### config.mk
export PLATFORM = sky130hd
export DESIGN_NAME = pipe_ctrl
export DESIGN_NICKNAME = d
export VERILOG_FILES = /design/src/rtl/pipe_ctrl.sv
export SDC_FILE = /design/constraint.sdc
export NUM_CORES = 1
export LEC_CHECK = 0
export CAP_MARGIN = 20
export CORE_MARGIN = 4
export CORE_UTILIZATION = 40
export CTS_CLUSTER_DIAMETER = 30
export DETAILED_ROUTE_END_ITERATION = 7
export PLACE_DENSITY = 0.66
export RECOVER_POWER = 50
export SYNTH_ARGS = -nofsm -noshare
export SYNTH_HDL_FRONTEND = slang
export SYNTH_SLANG_ARGS = --single-unit
### constraint.sdc
create_clock -name clk -period 3.64 [get_ports clk]
set_clock_uncertainty 0.2 [all_clocks]
set_input_delay 0.546 -clock clk [delete_from_list [all_inputs] [get_ports clk]]
set_output_delay 0.546 -clock clk [all_outputs]
set_load 0.01 [all_outputs]
### src/rtl/pipe_ctrl.sv
// Stall/flush sequencer for the r200 5-stage pipeline; optional perf counters under R200_PERF_CNT_EN.
// Latency: zero-cycle, all controls are combinational from registered state plus current inputs.
// Backpressure: a dmem wait freezes every stage; load-use stalls hold PC and IF/ID and bubble ID/EX.
module pipe_ctrl #(
  parameter int LU_STALLS   = 1,
  parameter int MEM_TIMEOUT = 255,
  parameter int CW          = 16
) (
  input  logic       clk,
  input  logic       rst,
  input  logic [4:0] id_rs1,
  input  logic [4:0] id_rs2,
  input  logic       id_uses_rs1,
  input  logic       id_uses_rs2,
  input  logic [4:0] ex_rd,
  input  logic       ex_regwr,
  input  logic [1:0] ex_wbsel,
  input  logic       ex_willbr,
  input  logic       ex_willjmp,
  input  logic       mem_req,
  input  logic       mem_ready,
  output logic       pc_en,
  output logic       pc_redirect,
  output logic       if_id_en,
  output logic       if_id_flush,
  output logic       id_ex_en,
  output logic       id_ex_flush,
  output logic       ex_mem_en,
  output logic       mem_wb_en,
  output logic       mem_err
`ifdef R200_PERF_CNT_EN
  ,
  output logic [CW-1:0] perf_lu_stall,
  output logic [CW-1:0] perf_flush,
  output logic [CW-1:0] perf_mem_stall
`endif
);

  typedef enum logic [1:0] {RUN, LDSTALL, MEMWAIT} state_t;

  localparam logic [CW-1:0] TMO     = CW'(MEM_TIMEOUT);
  localparam logic [1:0]    LU_INIT = 2'(LU_STALLS - 1);

  state_t        state, state_nxt, ret_state, ret_nxt, eval_st;
  logic [1:0]    lu_cnt, lu_nxt;
  logic [CW-1:0] wait_cnt, wait_nxt;
  logic          mem_err_q, mem_err_nxt;
  logic          lu_haz, redir, mwait;
  logic          freeze, stall, redir_acc;

  assign lu_haz = ex_regwr && (ex_wbsel == 2'b01) && (ex_rd != 5'd0) &&
                  ((id_uses_rs1 && (id_rs1 == ex_rd)) || (id_uses_rs2 && (id_rs2 == ex_rd)));
  assign redir  = ex_willbr | ex_willjmp;
  assign mwait  = mem_req & ~mem_ready;

  always_comb begin
    state_nxt = state;
    ret_nxt   = ret_state;
    lu_nxt    = lu_cnt;
    wait_nxt  = wait_cnt;
    eval_st   = state;
    freeze    = 1'b0;
    stall     = 1'b0;
    redir_acc = 1'b0;

    // A completing wait is handled as an ordinary cycle of the interrupted state.
    if (state == MEMWAIT) begin
      if (!mem_ready) begin
        freeze   = 1'b1;
        wait_nxt = (wait_cnt == TMO) ? wait_cnt : wait_cnt + 1'b1;
      end else begin
        eval_st  = ret_state;
        wait_nxt = '0;
      end
    end

    if (!freeze) begin
      if (mwait) begin
        freeze    = 1'b1;
        ret_nxt   = (eval_st == LDSTALL) ? LDSTALL : RUN;
        wait_nxt  = CW'(1);
        state_nxt = MEMWAIT;
      end else if (eval_st == LDSTALL) begin
        stall = 1'b1;
        if (lu_cnt <= 2'd1) begin
          lu_nxt    = 2'd0;
          state_nxt = RUN;
        end else begin
          lu_nxt    = lu_cnt - 2'd1;
          state_nxt = LDSTALL;
        end
      end else if (redir) begin
        redir_acc = 1'b1;
        state_nxt = RUN;
      end else if (lu_haz) begin
        stall = 1'b1;
        if (LU_STALLS > 1) begin
          lu_nxt    = LU_INIT;
          state_nxt = LDSTALL;
        end else begin
          state_nxt = RUN;
        end
      end else begin
        state_nxt = RUN;
      end
    end

    mem_err_nxt = mem_err_q | ((state_nxt == MEMWAIT) && (wait_nxt == TMO));

    pc_en       = 1'b1;
    pc_redirect = 1'b0;
    if_id_en    = 1'b1;
    if_id_flush = 1'b0;
    id_ex_en    = 1'b1;
    id_ex_flush = 1'b0;
    ex_mem_en   = 1'b1;
    mem_wb_en   = 1'b1;
    if (rst) begin
      pc_en       = 1'b0;
      if_id_en    = 1'b0;
      if_id_flush = 1'b1;
      id_ex_en    = 1'b0;
      id_ex_flush = 1'b1;
      ex_mem_en   = 1'b0;
      mem_wb_en   = 1'b0;
    end else if (freeze) begin
      pc_en     = 1'b0;
      if_id_en  = 1'b0;
      id_ex_en  = 1'b0;
      ex_mem_en = 1'b0;
      mem_wb_en = 1'b0;
    end else if (stall) begin
      pc_en       = 1'b0;
      if_id_en    = 1'b0;
      id_ex_flush = 1'b1;
    end else if (redir_acc) begin
      pc_redirect = 1'b1;
      if_id_flush = 1'b1;
      id_ex_flush = 1'b1;
    end
  end

  assign mem_err = mem_err_q;

  always_ff @(posedge clk or posedge rst) begin
    if (rst) begin
      state     <= RUN;
      ret_state <= RUN;
      lu_cnt    <= 2'd0;
      wait_cnt  <= '0;
      mem_err_q <= 1'b0;
    end else begin
      state     <= state_nxt;
      ret_state <= ret_nxt;
      lu_cnt    <= lu_nxt;
      wait_cnt  <= wait_nxt;
      mem_err_q <= mem_err_nxt;
    end
  end

`ifdef R200_PERF_CNT_EN
  always_ff @(posedge clk or posedge rst) begin
    if (rst) begin
      perf_lu_stall  <= '0;
      perf_flush     <= '0;
      perf_mem_stall <= '0;
    end else begin
      if (stall && (perf_lu_stall != '1))      perf_lu_stall  <= perf_lu_stall + 1'b1;
      if (redir_acc && (perf_flush != '1))     perf_flush     <= perf_flush + 1'b1;
      if (mwait && (perf_mem_stall != '1))     perf_mem_stall <= perf_mem_stall + 1'b1;
    end
  end
`endif

endmodule

==> results of run 1 <==
## layer usage
layer	vias to the layer above	wire length, µm
li1	701	-
met3	5	217
met1	712	1680
met2	52	1820
met5	-	0
met4	0	47
## final cells by class
type / count / share of cell area, %
Multi-Input combinational cell: 136 / 45.1
Sequential cell: 22 / 28.8
Timing Repair Buffer: 38 / 19.2
Tap cell: 46 / 3.01
Clock buffer: 4 / 2.88
Inverter: 5 / 0.983
## worst max-delay path, stage by stage
cell	delay, ns
clkdlybuf4s50_1	0.47
xor2_1	0.19
nor4_1	0.34
and3_1	0.22
a31oi_1	0.05
o21a_1	0.19
o21bai_1	0.14
clkdlybuf4s50_1	0.57
## cells in the final DEF, fill, tap and decap left out, types with 2 or more instances in the layout
master,count
a21oi_1,6
a22o_1,2
a31oi_1,2
and3_1,4
and3_2,2
buf_4,3
clkbuf_8,4
clkdlybuf4s50_1,31
dfrtp_1,22
dlygate4sd3_1,3
inv_1,5
nand2_1,9
nand2b_1,4
nand3_1,13
nand3b_1,2
nand4_1,3
nor2_1,15
nor2b_1,2
nor3_1,4
nor4_1,9
o211ai_1,2
o21a_1,2
o21ai_0,16
or3_1,2
xnor2_1,6
xor2_1,9
## report_power, final
| part | internal (mW) | total, mW | switching, mW | leakage (nW) |
|---|---|---|---|---|
| clock | 0.0965 | 0.176 | 0.0799 | 0.0288 |
| combinational | 0.0538 | 0.102 | 0.0482 | 0.449 |
| sequential | 0.249 | 0.257 | 0.00781 | 0.303 |
| total | 0.399 | 0.535 | 0.136 | 0.781 |
## through the flow
| stage | total power, mW | instances | instance area, µm² | hold WS (ns) | utilization [%] |
|---|---|---|---|---|---|
| floorplan | 0.308 | 173 | 1480 | 0.247 | - |
| global placement | 0.362 | 247 | 1860 | 0.257 | 54.0 |
| detailed placement | 0.365 | 247 | 1860 | 0.269 | 54.0 |
| CTS | 0.539 | 251 | 1910 | 0.287 | 55.6 |
| global route | 0.557 | 251 | 1910 | 0.294 | 55.5 |
| finish | 0.535 | 251 | 1910 | 0.283 | 55.5 |
## sequential cells by signal, indices dropped and copies added, names as in the netlist
name / count
state: 2
wait_cnt: 16
lu_cnt: 2
ret_state: 1
mem_err: 1
## cells by family (layout without fill, tap and decap cells)
logic type	after synthesis	count (layout)	synth area share [%]
xor+xnor	15	15	8.88
compound gates	39	39	16.8
buf+inv	15	47	4.65
flops	22	22	37.2
simple gates	81	81	31.6
fa+ha+maj	1	1	0.845
## how the worst max path moves through the flow
stage	start	to	slack, ns	depth (start not counted)
CTS	ex_rd[2]	id_ex_flush	0.18	8
floorplan	mem_ready	mem_err$_DFF_PP0_	1.00	7
global route	ex_rd[2]	id_ex_flush	0.13	8
detailed placement	ex_rd[2]	id_ex_flush	0.18	8
finish	ex_rd[2]	id_ex_flush	0.18	8
global placement	ex_rd[2]	id_ex_flush	0.34	8
==> key figures, run 1 <==
Setup path
  • CP required: 2.89 ns
  • Startpoint Class: input pin
  • Worst reg2reg path depth: 7
  • FF-to-FF Start: wait_cnt[0]$_DFF_PP0_
  • CP Max Fanout: 3
  • Crit path kind: input pin to output pin
  • Critical Path AT: 2.71 ns
  • Reg-to-reg setup timing slack: 0.98 ns
  • Crit. End Element: output pin
  • Worst r2r dst: mem_err$_DFF_PP0_

Route
  • DR WL/cell: 15.0 µm
  • Avg Vias per Cell: 5.86
  • Routed Antenna Nets: 0
  • Post-Route WL: 3.76 mm
  • Drt drc: 0
  • Drt first pass iters: 4
  • Detailed Route Iter0 Violations: 130
  • Vias: 1470

Final layout
  • Final-layout fill cell count: 320
  • Diodes inserted: 0
  • Layout cells sized above 1: 6.83%
  • NumNets Final: 233
  • Multi-input combinational cell area: 861 µm²
  • Area grow syn2layout: 29.0%
  • Reg area: 551 µm²

Synthesis
  • EDFF count, synth: 0
  • Top cells by area, synth: dfrtp_1 (37%), o21ai_0 (5.4%), xor2_1 (5.3%), nand3_1 (4.4%), nor2_1 (3.8%)
  • Synth Register Bits: 22
  • Count leader, synth: dfrtp_1
  • Synthesized area per cell: 8.56 µm²
  • Synth area leader: dfrtp_1
  • Post-synth top area share: 37.2%
  • Main synth FF type: dfrtp_1
  • Mapped Cells: 173
  • Synth warnings: 0
  • Seq/Total Area, Yosys: 37.2%
  • Syn nets: 200
  • Cell Area, Synth: 1480 µm²
  • Async set-reset flop share out of synthesis: 100%
  • Commonest cells post-synth: dfrtp_1 (22), o21ai_0 (16), nor2_1 (15)
  • Post-synth cell types: 47

Clock tree
  • Clk pin slew, worst setup/hold paths: 0.08 ns
  • CTS tree: yes
  • CTS Buffer Depth: 2
  • Htree depth: 1
  • Clock tree sinks: 22
  • Hold_buf cts: 0
  • Root Buffer: clkbuf_8
  • Post-CTS setup buffers: 0
  • Worst-Skew Late Latency: 0.26 ns
  • CTS Buf Count: 3
  • Post-CTS Resized: 0

Die
  • Die width: 68.8 µm
  • Initial core utilization: 43.0%
  • Overall die height: 68.8 µm
  • Die ar.: 4740 µm²
  • FP Rows: 21
  • Ports: 35
  • CORE AREA: 3440 µm²

STA
  • Period Utilization, post-route: 95.0%
  • Final WS setup: 0.183 ns
  • Slew Viols, Final: 0
  • RSZ-0062 raised after global routing: no
  • Slew margin rel.: 20.4%
  • Min Tclk post-route: 3.46 ns
  • Sum Neg Setup Slack: 0 ns
  • Worst-Margin Slew: 1.19 ns
  • Final Hold Fails: 0
  • Max Freq: 289 MHz
  • Setup violators final: 0

Min path
  • Sink of the worst hold path: mem_err$_DFF_PP0_
  • Worst hold stages: 1
  • Hold Crit Class: register to register
  • Origin of the worst min-delay path: mem_err$_DFF_PP0_

Placement
  • Final Wtd Congestion: 0.880
  • Place WS: 0.181 ns
  • DP HPWL: 2.94 mm
  • Port buffer count: 34

Global routing
  • Initial antenna violation count: 0
  • Met3 usage: 3.40%
  • First-pass GRT wire length: 6.42 mm
  • Remaining Overflow, GRT: 0
  • Pin count of the biggest net entering global routing: 23
  • GR Util met1: 23.0%
  • Most used routing layer: met2
  • Vias in the first global route: 1438
  • Total track usage: 17.9%
  • GR Layer Usage met2: 30.4%

Power and ir drop
  • Leakage: 0.781 nW
  • Peak supply drop: 0.155 mV
  • Pwr Density: 280 nW/µm²

Status
  • Status: complete, no violations

Flow run
  • Max-Cap Viols: 0
Power figures use the tool's default switching activity.
==> inputs of run 2 (changes only) <==
Settings changed: CTS_BUF_LIST set to sky130_fd_sc_hd__clkbuf_4 sky130_fd_sc_hd__clkbuf_8.
Clock period 3.64 ns to 4.5 ns, I/O delays scaled along.
==> run 2 against run 1 <==
Compared with the run above:
- cell area decreased by 0.39%
- worst setup slack improved by 0.70 ns
- global-route usage up 0.12 points
- hold slack got worse by 0.014 ns
- critical endpoint unchanged
==> key figures, run 2 (synthesis results as in run 1) <==
STA
  • Period Utilization, post-route: 80.4%
  • Setup violators final: 0
  • Min Tclk post-route: 3.62 ns
  • Final Hold Fails: 0
  • Slew margin rel.: 20.2%
  • Max Freq: 276 MHz
  • Worst-Margin Slew: 1.20 ns
  • Slew Viols, Final: 0
  • RSZ-0062 raised after global routing: no
  • WHS: 0.270 ns
  • Sum Neg Setup Slack: 0 ns

Route
  • Detailed Route Iter0 Violations: 146
  • DR WL/cell: 14.9 µm
  • Vias: 1428
  • Post-Route WL: 3.72 mm
  • Routed Antenna Nets: 0
  • Drt drc: 0
  • Drt first pass iters: 4
  • Avg Vias per Cell: 5.71

Clock tree
  • Worst-Skew Late Latency: 0.26 ns
  • CTS Buffer Depth: 2
  • Hold_buf cts: 0
  • Htree depth: 1
  • Post-CTS setup buffers: 0
  • Clock tree sinks: 22
  • Root Buffer: clkbuf_8
  • Clk pin slew, worst setup/hold paths: 0.08 ns
  • CTS Buf Count: 3
  • Post-CTS Resized: 0
  • CTS tree: yes

Die
  • Die width: 68.8 µm
  • Die ar.: 4740 µm²
  • CORE AREA: 3440 µm²
  • Overall die height: 68.8 µm
  • Ports: 35
  • Initial core utilization: 43.0%
  • FP Rows: 21

Final layout
  • Commonest non-fill, non-tap cell in the layout: clkdlybuf4s50_1
  • Final non-filler cell total: 250
  • Max FFs per register: 16
  • Largest regs: wait_cnt (16), lu_cnt (2), state (2)
  • Final-layout fill cell count: 317
  • Layout cells sized above 1: 6.37%
  • Area grow syn2layout: 28.5%
  • Diodes inserted: 0
  • Biggest register: wait_cnt
  • NumNets Final: 232
  • Commonest non-fill, non-tap cells in the layout: clkdlybuf4s50_1 (32), dfrtp_1 (22), o21ai_0 (16)
  • Finished Core Util: 55.3%

Status
  • Status: complete, no violations

Global routing
  • GR Util met1: 22.9%
  • Met3 usage: 4.21%
  • Initial antenna violation count: 0
  • Total track usage: 18.1%
  • GR Layer Usage met2: 30.5%
  • First-pass GRT wire length: 6.42 mm
  • Pin count of the biggest net entering global routing: 23
  • Vias in the first global route: 1461
  • Most used routing layer: met2
  • Remaining Overflow, GRT: 0

Placement
  • DP HPWL: 2.92 mm
  • Final Wtd Congestion: 0.901
  • Port buffer count: 34
  • Placed cell count: 246

Setup path
  • Critical Path AT: 2.74 ns
  • Crit path kind: input pin to output pin
  • Worst reg2reg path depth: 6
  • CP Max Fanout: 7
  • Crit. End Element: output pin
  • CP required: 3.62 ns
  • Startpoint Class: input pin

Power and ir drop
  • Total Power: 0.429 mW
  • Peak supply drop: 0.101 mV
  • Pwr Density: 225 nW/µm²
  • Leakage: 0.775 nW

Min path
  • Hold Crit Class: register to register
  • Worst hold stages: 1

Flow run
  • Max-Cap Viols: 0
[run 2: changes by cell type in the layout (fill, tap and decap cells not counted), sizes merged]
cell,change
buf,-1
clkdlybuf4s50,+1
dlygate4sd3,-1
[run 2: worst paths after layout]
path | startpoint | end | slack [ns]
worst max-delay path | mem_ready | id_ex_flush | 0.88
worst min register to register | mem_err$_DFF_PP0_ | mem_err$_DFF_PP0_ | 0.27
worst max register to register | wait_cnt[0]$_DFF_PP0_ | mem_err$_DFF_PP0_ | 1.84
min in group asynchronous | rst | state[1]$_DFF_PP0_ | 1.10
worst min-delay path | mem_err$_DFF_PP0_ | mem_err$_DFF_PP0_ | 0.27
max in group asynchronous | rst | wait_cnt[1]$_DFF_PP0_ | 2.29
[run 2: worst max-delay path, cell delays in order]
cell and delay [ns]:
dlygate4sd3_1 0.63, nand3_1 0.13, o21a_1 0.21, o21ai_0 0.14
o21ai_0 0.24, o21bai_1 0.15, clkdlybuf4s50_1 0.57
[run 2: metal layers]
layer / routed length [µm] / vias to the layer above / part of all wire [%]
met2: 1800 / 51 / 48
met4: 35 / 0 / 0.94
met3: 282 / 4 / 7.6
met5: 0 / - / 0
met1: 1600 / 669 / 43
li1: - / 704 / -
[run 2: where the power goes]
group	switching, mW	internal [mW]	total, mW
Sequential	0.00637	0.201	0.208
Clock	0.0614	0.0779	0.139
Combinational	0.0387	0.0431	0.0818
Total	0.106	0.322	0.429
[run 2: layout make-up]
| cell class | count | area [µm²] | area share [%] |
|---|---|---|---|
| clock buffers | 4 | 55.1 | 2.89 |
| inverters | 5 | 18.8 | 0.987 |
| multi-input cells | 136 | 861 | 45.3 |
| flip-flops and latches | 22 | 551 | 28.9 |
| well taps | 46 | 57.6 | 3.03 |
| repair buffers | 37 | 359 | 18.9 |
[run 2: stage by stage]
step	setup WS, ns	instance area [µm²]
2_1_floorplan	1.73	1480
3_3_place_gp	0.946	1850
3_5_place_dp	0.885	1850
4_1_cts	0.869	1910
5_1_grt	0.699	1900
6_report	0.882	1900
==> RTL edit 1, RTL diff (flow settings as in run 1) <==
The parameter `CW` goes from 16 to 32.
--- a/src/rtl/pipe_ctrl.sv
+++ b/src/rtl/pipe_ctrl.sv
@@ -4,7 +4,7 @@
 module pipe_ctrl #(
   parameter int LU_STALLS   = 1,
   parameter int MEM_TIMEOUT = 255,
-  parameter int CW          = 16
+  parameter int CW          = 32
 ) (
   input  logic       clk,
   input  logic       rst,
Check against the original RTL: same outputs for any inputs over 10 cycles, from zero or initial values and one cycle with rst high; that may be too few to reach the edited logic, so the function may still have changed.
==> RTL edit 1 against run 1 <==
- the flow now finishes with violations (max-capacitance violations, max-slew violations)
- final area rose by 64%
- first-iteration DRC count rose by 55%
- critical path depth fell by 1
- synthesized area rose by 78%
- wire length rose by 84%
- register-to-register slack got worse by 0.42 ns
- sequential cell count rose by 16
- total power rose by 90%
- worst setup slack improved by 0.14 ns
==> RTL edit 1: results (changes against run 1) <==
{
  "status": {"value": "finished, violations left", "change": "was finished, final reports clean"},
  "failing_checks": {"value": "max-capacitance violations, max-slew violations"},
  "clock_latency_on_the_worst_skew_pair": {"value": 0.30, "unit": "ns", "change": "was 0.26 ns"},
  "sequential_share_of_the_synthesized_area": {"value": 36.1, "unit": "%", "change": "was 37.2%"},
  "synth-compound-area-share": {"value": 16.0, "unit": "%", "change": "was 16.8%"},
  "top_registers": {"value": "wait_cnt: 32 flops, lu_cnt: 2 flops, state: 2 flops", "change": "was wait_cnt: 16 flops, lu_cnt: 2 flops, state: 2 flops"},
  "tightest_slew": {"value": 2.06, "unit": "ns", "change": "was 1.19 ns"},
  "p_leak": {"value": 1.25, "unit": "nW", "change": "was 0.781 nW"},
  "grtUsageTotal": {"value": 18.6, "unit": "%", "change": "was 17.9%"},
  "grt_pass1_vias": {"value": 2416, "change": "was 1,438"},
  "post_synth_xor_area_fraction": {"value": 6.32, "unit": "%", "change": "was 8.88%"},
  "global_route_wire_length_before_repair": {"value": 11600, "unit": "um", "change": "was 6420 um"},
  "mappedNetlistNets": {"value": 333, "change": "was 200"},
  "drt_first_pass_iters": {"value": 5, "change": "was 4"},
  "dr.first_iter.drc_count": {"value": 202, "change": "was 130"},
  "post_synth_num_cell_types": {"value": 55, "change": "was 47"},
  "wl_per_cell": {"value": 16.8, "unit": "um", "change": "was 15.0 um"},
  "cp_max_fo": {"value": 8, "change": "was 3"},
  "worst_ir_drop_vdd": {"value": 0.205, "unit": "mV", "change": "was 0.155 mV"},
  "final_layout_size_suffix_gt1_share": {"value": 10.7, "unit": "%", "change": "was 6.83%"},
  "detailed_placement_hpwl": {"value": 5060, "unit": "um", "change": "was 2940 um"},
  "cts-htree-levels": {"value": 2, "change": "was 1"},
  "detailedPlace.worstSlack": {"value": 0.298, "unit": "ns", "change": "was 0.181 ns"},
  "yosys-top-cells-area": {"value": "sky130_fd_sc_hd__dfrtp_1 36%, sky130_fd_sc_hd__nand2_1 5.0%, sky130_fd_sc_hd__xor2_1 4.7%", "change": "was sky130_fd_sc_hd__dfrtp_1 37%, sky130_fd_sc_hd__o21ai_0 5.4%, sky130_fd_sc_hd__xor2_1 5.3%"},
  "synth_top_cells_by_count": {"value": "38 x sky130_fd_sc_hd__dfrtp_1, 35 x sky130_fd_sc_hd__nand2_1, 22 x sky130_fd_sc_hd__nor2_1, 21 x sky130_fd_sc_hd__nand3_1", "change": "was 22 x sky130_fd_sc_hd__dfrtp_1, 16 x sky130_fd_sc_hd__o21ai_0, 15 x sky130_fd_sc_hd__nor2_1, 13 x sky130_fd_sc_hd__nand3_1"},
  "num-nets-final": {"value": 362, "change": "was 233"},
  "cap_violations": {"value": 1, "change": "was 0"},
  "cpMaxStageDelayCell": {"value": "sky130_fd_sc_hd__dlygate4sd3_1", "change": "was sky130_fd_sc_hd__clkdlybuf4s50_1"},
  "yosys.area_share.adder": {"value": 0.475, "unit": "%", "change": "was 0.845%"},
  "final_number_of_max_transition_violations": {"value": 39, "change": "was 0"}
}
-- RTL edit 1: layout make-up --
cell class / count / area [um^2]
clock buffer: 6 / 82.6
clock inverter: 2 / 60.1
fill: 632 / 3260
inverter: 8 / 30.0
multi-input combinational: 240 / 1510
sequential: 38 / 951
tap: 77 / 96.3
timing repair buffer: 42 / 397
-- RTL edit 1: worst paths after layout --
check	depth (start not counted)	endpoint	from	slack, ns
min reg2reg	2	mem_err$_DFF_PP0_	mem_err$_DFF_PP0_	0.26
min	2	mem_err$_DFF_PP0_	mem_err$_DFF_PP0_	0.26
max	7	id_ex_flush	mem_ready	0.32
max reg2reg	7	mem_err$_DFF_PP0_	wait_cnt[2]$_DFF_PP0_	0.56
min in group asynchronous	3	state[1]$_DFF_PP0_	rst	1.32
max in group asynchronous	3	wait_cnt[8]$_DFF_PP0_	rst	0.75
-- RTL edit 1: report_power, final --
part | internal [mW] | switching (mW)
clock network | 0.293 | 0.161
logic | 0.0608 | 0.0712
registers | 0.427 | 0.00651
total | 0.780 | 0.238
-- RTL edit 1: logic make-up (layout without fill, tap and decap cells) --
| group | Yosys count | count (layout) |
|---|---|---|
| compound gates | 62 | 62 |
| xor+xnor | 19 | 19 |
| fa+ha+maj | 1 | 1 |
| buf+inv | 28 | 58 |
| flops | 38 | 38 |
| mux | 3 | 3 |
| simple gates | 155 | 155 |
-- RTL edit 1: metal layers --
layer  global-route usage (%)  part of all wire [%]
met5                        0                     0
met4                     5.95                   1.9
met1                     26.9                    46
met3                     3.32                   7.0
met2                     28.1                    45
-- RTL edit 1: through the flow --
step           hold WS (ns)  instance area (um^2)  cells
6_report              0.264                  3130    413
5_1_grt               0.283                  3130    413
4_1_cts               0.273                  3130    413
3_5_place_dp          0.254                  2990    405
3_3_place_gp          0.245                  2990    405
2_1_floorplan         0.248                  2640    306
-- RTL edit 1: tightest hold or removal path: cells and delay by family, from the launching register on --
family	cells	cell delay, ns
buffers and inverters	1	0.05
flip-flops	1	0.35
AO/OA/AOI/OAI	1	0.04
==> RTL edit 2, RTL diff (config.mk and constraints of run 1) <==
Made on the original files. Re-encode `state_t` (3 states) as one-hot, 3 bits wide.
--- a/src/rtl/pipe_ctrl.sv
+++ b/src/rtl/pipe_ctrl.sv
@@ -36,7 +36,7 @@
 `endif
 );
 
-  typedef enum logic [1:0] {RUN, LDSTALL, MEMWAIT} state_t;
+  typedef enum logic [2:0] {RUN = 3'b001, LDSTALL = 3'b010, MEMWAIT = 3'b100} state_t;
 
   localparam logic [CW-1:0] TMO     = CW'(MEM_TIMEOUT);
   localparam logic [1:0]    LU_INIT = 2'(LU_STALLS - 1);
Check against the original RTL: same outputs for any inputs over 10 cycles, from zero or initial values and one cycle with rst high; not proved beyond that.
==> RTL edit 2 against run 1 <==
- sequential cell count is 2 higher
- sequential power is 13% higher
- final area is 10% higher
- worst setup slack better by 0.093 ns
- cell count is 7.2% higher
- synthesized area is 15% higher
- total power is 7.8% higher
- via count is 2.9% higher
- wire length is 4.5% higher
- sequential share of layout area is 0.21 points lower
- maximum frequency is 2.8% higher
- first-iteration DRC count is 22% lower
==> RTL edit 2: results (changes against run 1) <==
{
  "p_seq": {"value": 290, "unit": "uW", "change": "was 257 uW"},
  "num-multi-input-gates": {"value": 151, "change": "was 136"},
  "share_comb_of_total_power": {"value": 18.1, "unit": "%", "change": "was 19.1%"},
  "final.signal_inverter_count": {"value": 4, "change": "was 5"},
  "sequential_share_of_the_synthesized_area": {"value": 35.5, "unit": "%", "change": "was 37.2%"},
  "final-nonclk-buf-share": {"value": 16.7, "unit": "%", "change": "was 19.2%"},
  "detailedPlace.worstSlack": {"value": 0.241, "unit": "ns", "change": "was 0.181 ns"},
  "grt_pass1_vias": {"value": 1407, "change": "was 1,438"},
  "postLayoutCoreUtil": {"value": 51.9, "unit": "%", "change": "was 55.5%"},
  "top_registers": {"value": "wait_cnt: 16 flops, state: 3 flops", "change": "was wait_cnt: 16 flops, lu_cnt: 2 flops, state: 2 flops"},
  "post_detailed_routing_wire_length": {"value": 3930, "unit": "um", "change": "was 3760 um"},
  "final_layout_size_suffix_gt1_share": {"value": 9.13, "unit": "%", "change": "was 6.83%"},
  "grtUsageTotal": {"value": 16.0, "unit": "%", "change": "was 17.9%"},
  "detailed_placement_hpwl": {"value": 3060, "unit": "um", "change": "was 2940 um"},
  "tightest_slew": {"value": 1.31, "unit": "ns", "change": "was 1.19 ns"},
  "switching_share": {"value": 25.8, "unit": "%", "change": "was 25.4%"},
  "fp.dieArea": {"value": 5360, "unit": "um^2", "change": "was 4740 um^2"},
  "fillerInstances": {"value": 366, "change": "was 320"},
  "placed_cells": {"value": 265, "change": "was 247"},
  "via_density_per_instance": {"value": 5.62, "change": "was 5.86"},
  "hold_slack": {"value": 0.267, "unit": "ns", "change": "was 0.283 ns"},
  "regArea": {"value": 603, "unit": "um^2", "change": "was 551 um^2"},
  "status": {"value": "finished, final reports clean", "change": "unchanged"},
  "yosys-top-cells-area": {"value": "sky130_fd_sc_hd__dfrtp_1 32%, sky130_fd_sc_hd__nor2_1 4.2%, sky130_fd_sc_hd__xnor2_1 4.1%", "change": "was sky130_fd_sc_hd__dfrtp_1 37%, sky130_fd_sc_hd__o21ai_0 5.4%, sky130_fd_sc_hd__xor2_1 5.3%"},
  "mappedNetlistNets": {"value": 216, "change": "was 200"},
  "area_used_by_multi_input_combinational_logic": {"value": 1020, "unit": "um^2", "change": "was 861 um^2"},
  "wl_per_cell": {"value": 14.6, "unit": "um", "change": "was 15.0 um"},
  "worst_ir_drop_vdd": {"value": 0.111, "unit": "mV", "change": "was 0.155 mV"},
  "finalWeightedCongestion": {"value": 0.887, "change": "was 0.880"}
}
[RTL edit 2: cell count changes after synthesis, sizes merged, moves of 3 or more]
cell,before,now
mux2,0,3
nor2,15,19
a31oi,2,10
nand2,9,17
or3,3,0
nand4b,0,3
nor4,9,6
o21ai,16,13
buf,4,10
clkbuf,6,0
[RTL edit 2: critical path, stage by stage]
cell and delay (ns):
sky130_fd_sc_hd__clkdlybuf4s50_1 0.46, sky130_fd_sc_hd__or4_1 0.53, sky130_fd_sc_hd__o211ai_1 0.16, sky130_fd_sc_hd__o21ai_0 0.14, sky130_fd_sc_hd__nor3_1 0.20, sky130_fd_sc_hd__clkdlybuf4s50_1 0.58
[RTL edit 2: worst paths after layout]
kind | startpoint | to
setup reg to reg | wait_cnt[0]$_DFF_PP0_ | mem_err$_DFF_PP0_
hold / removal | lu_cnt[1]$_DFFE_PP0P_ | state[0]$_DFF_PP1_
hold reg to reg | lu_cnt[1]$_DFFE_PP0P_ | state[0]$_DFF_PP1_
setup / recovery | ex_rd[1] | pc_en
min in group asynchronous | rst | lu_cnt[1]$_DFFE_PP0P_
max in group asynchronous | rst | wait_cnt[8]$_DFF_PP0_
[RTL edit 2: metal layers]
| layer | vias up | wire length (um) | GRT usage (%) |
|---|---|---|---|
| met1 | 699 | 1910 | 23.5 |
| met5 | - | 0 | 0 |
| li1 | 768 | - | - |
| met4 | 0 | 46 | 4.92 |
| met2 | 41 | 1730 | 23.2 |
| met3 | 4 | 245 | 3.44 |
[RTL edit 2: cells by family after synthesis]
family / share of synthesized area (%)
xor+xnor: 8.24
flops: 35.5
simple gates: 30.3
fa+ha+maj: 0.736
compound gates: 18.8
buf+inv: 4.41
mux: 1.99
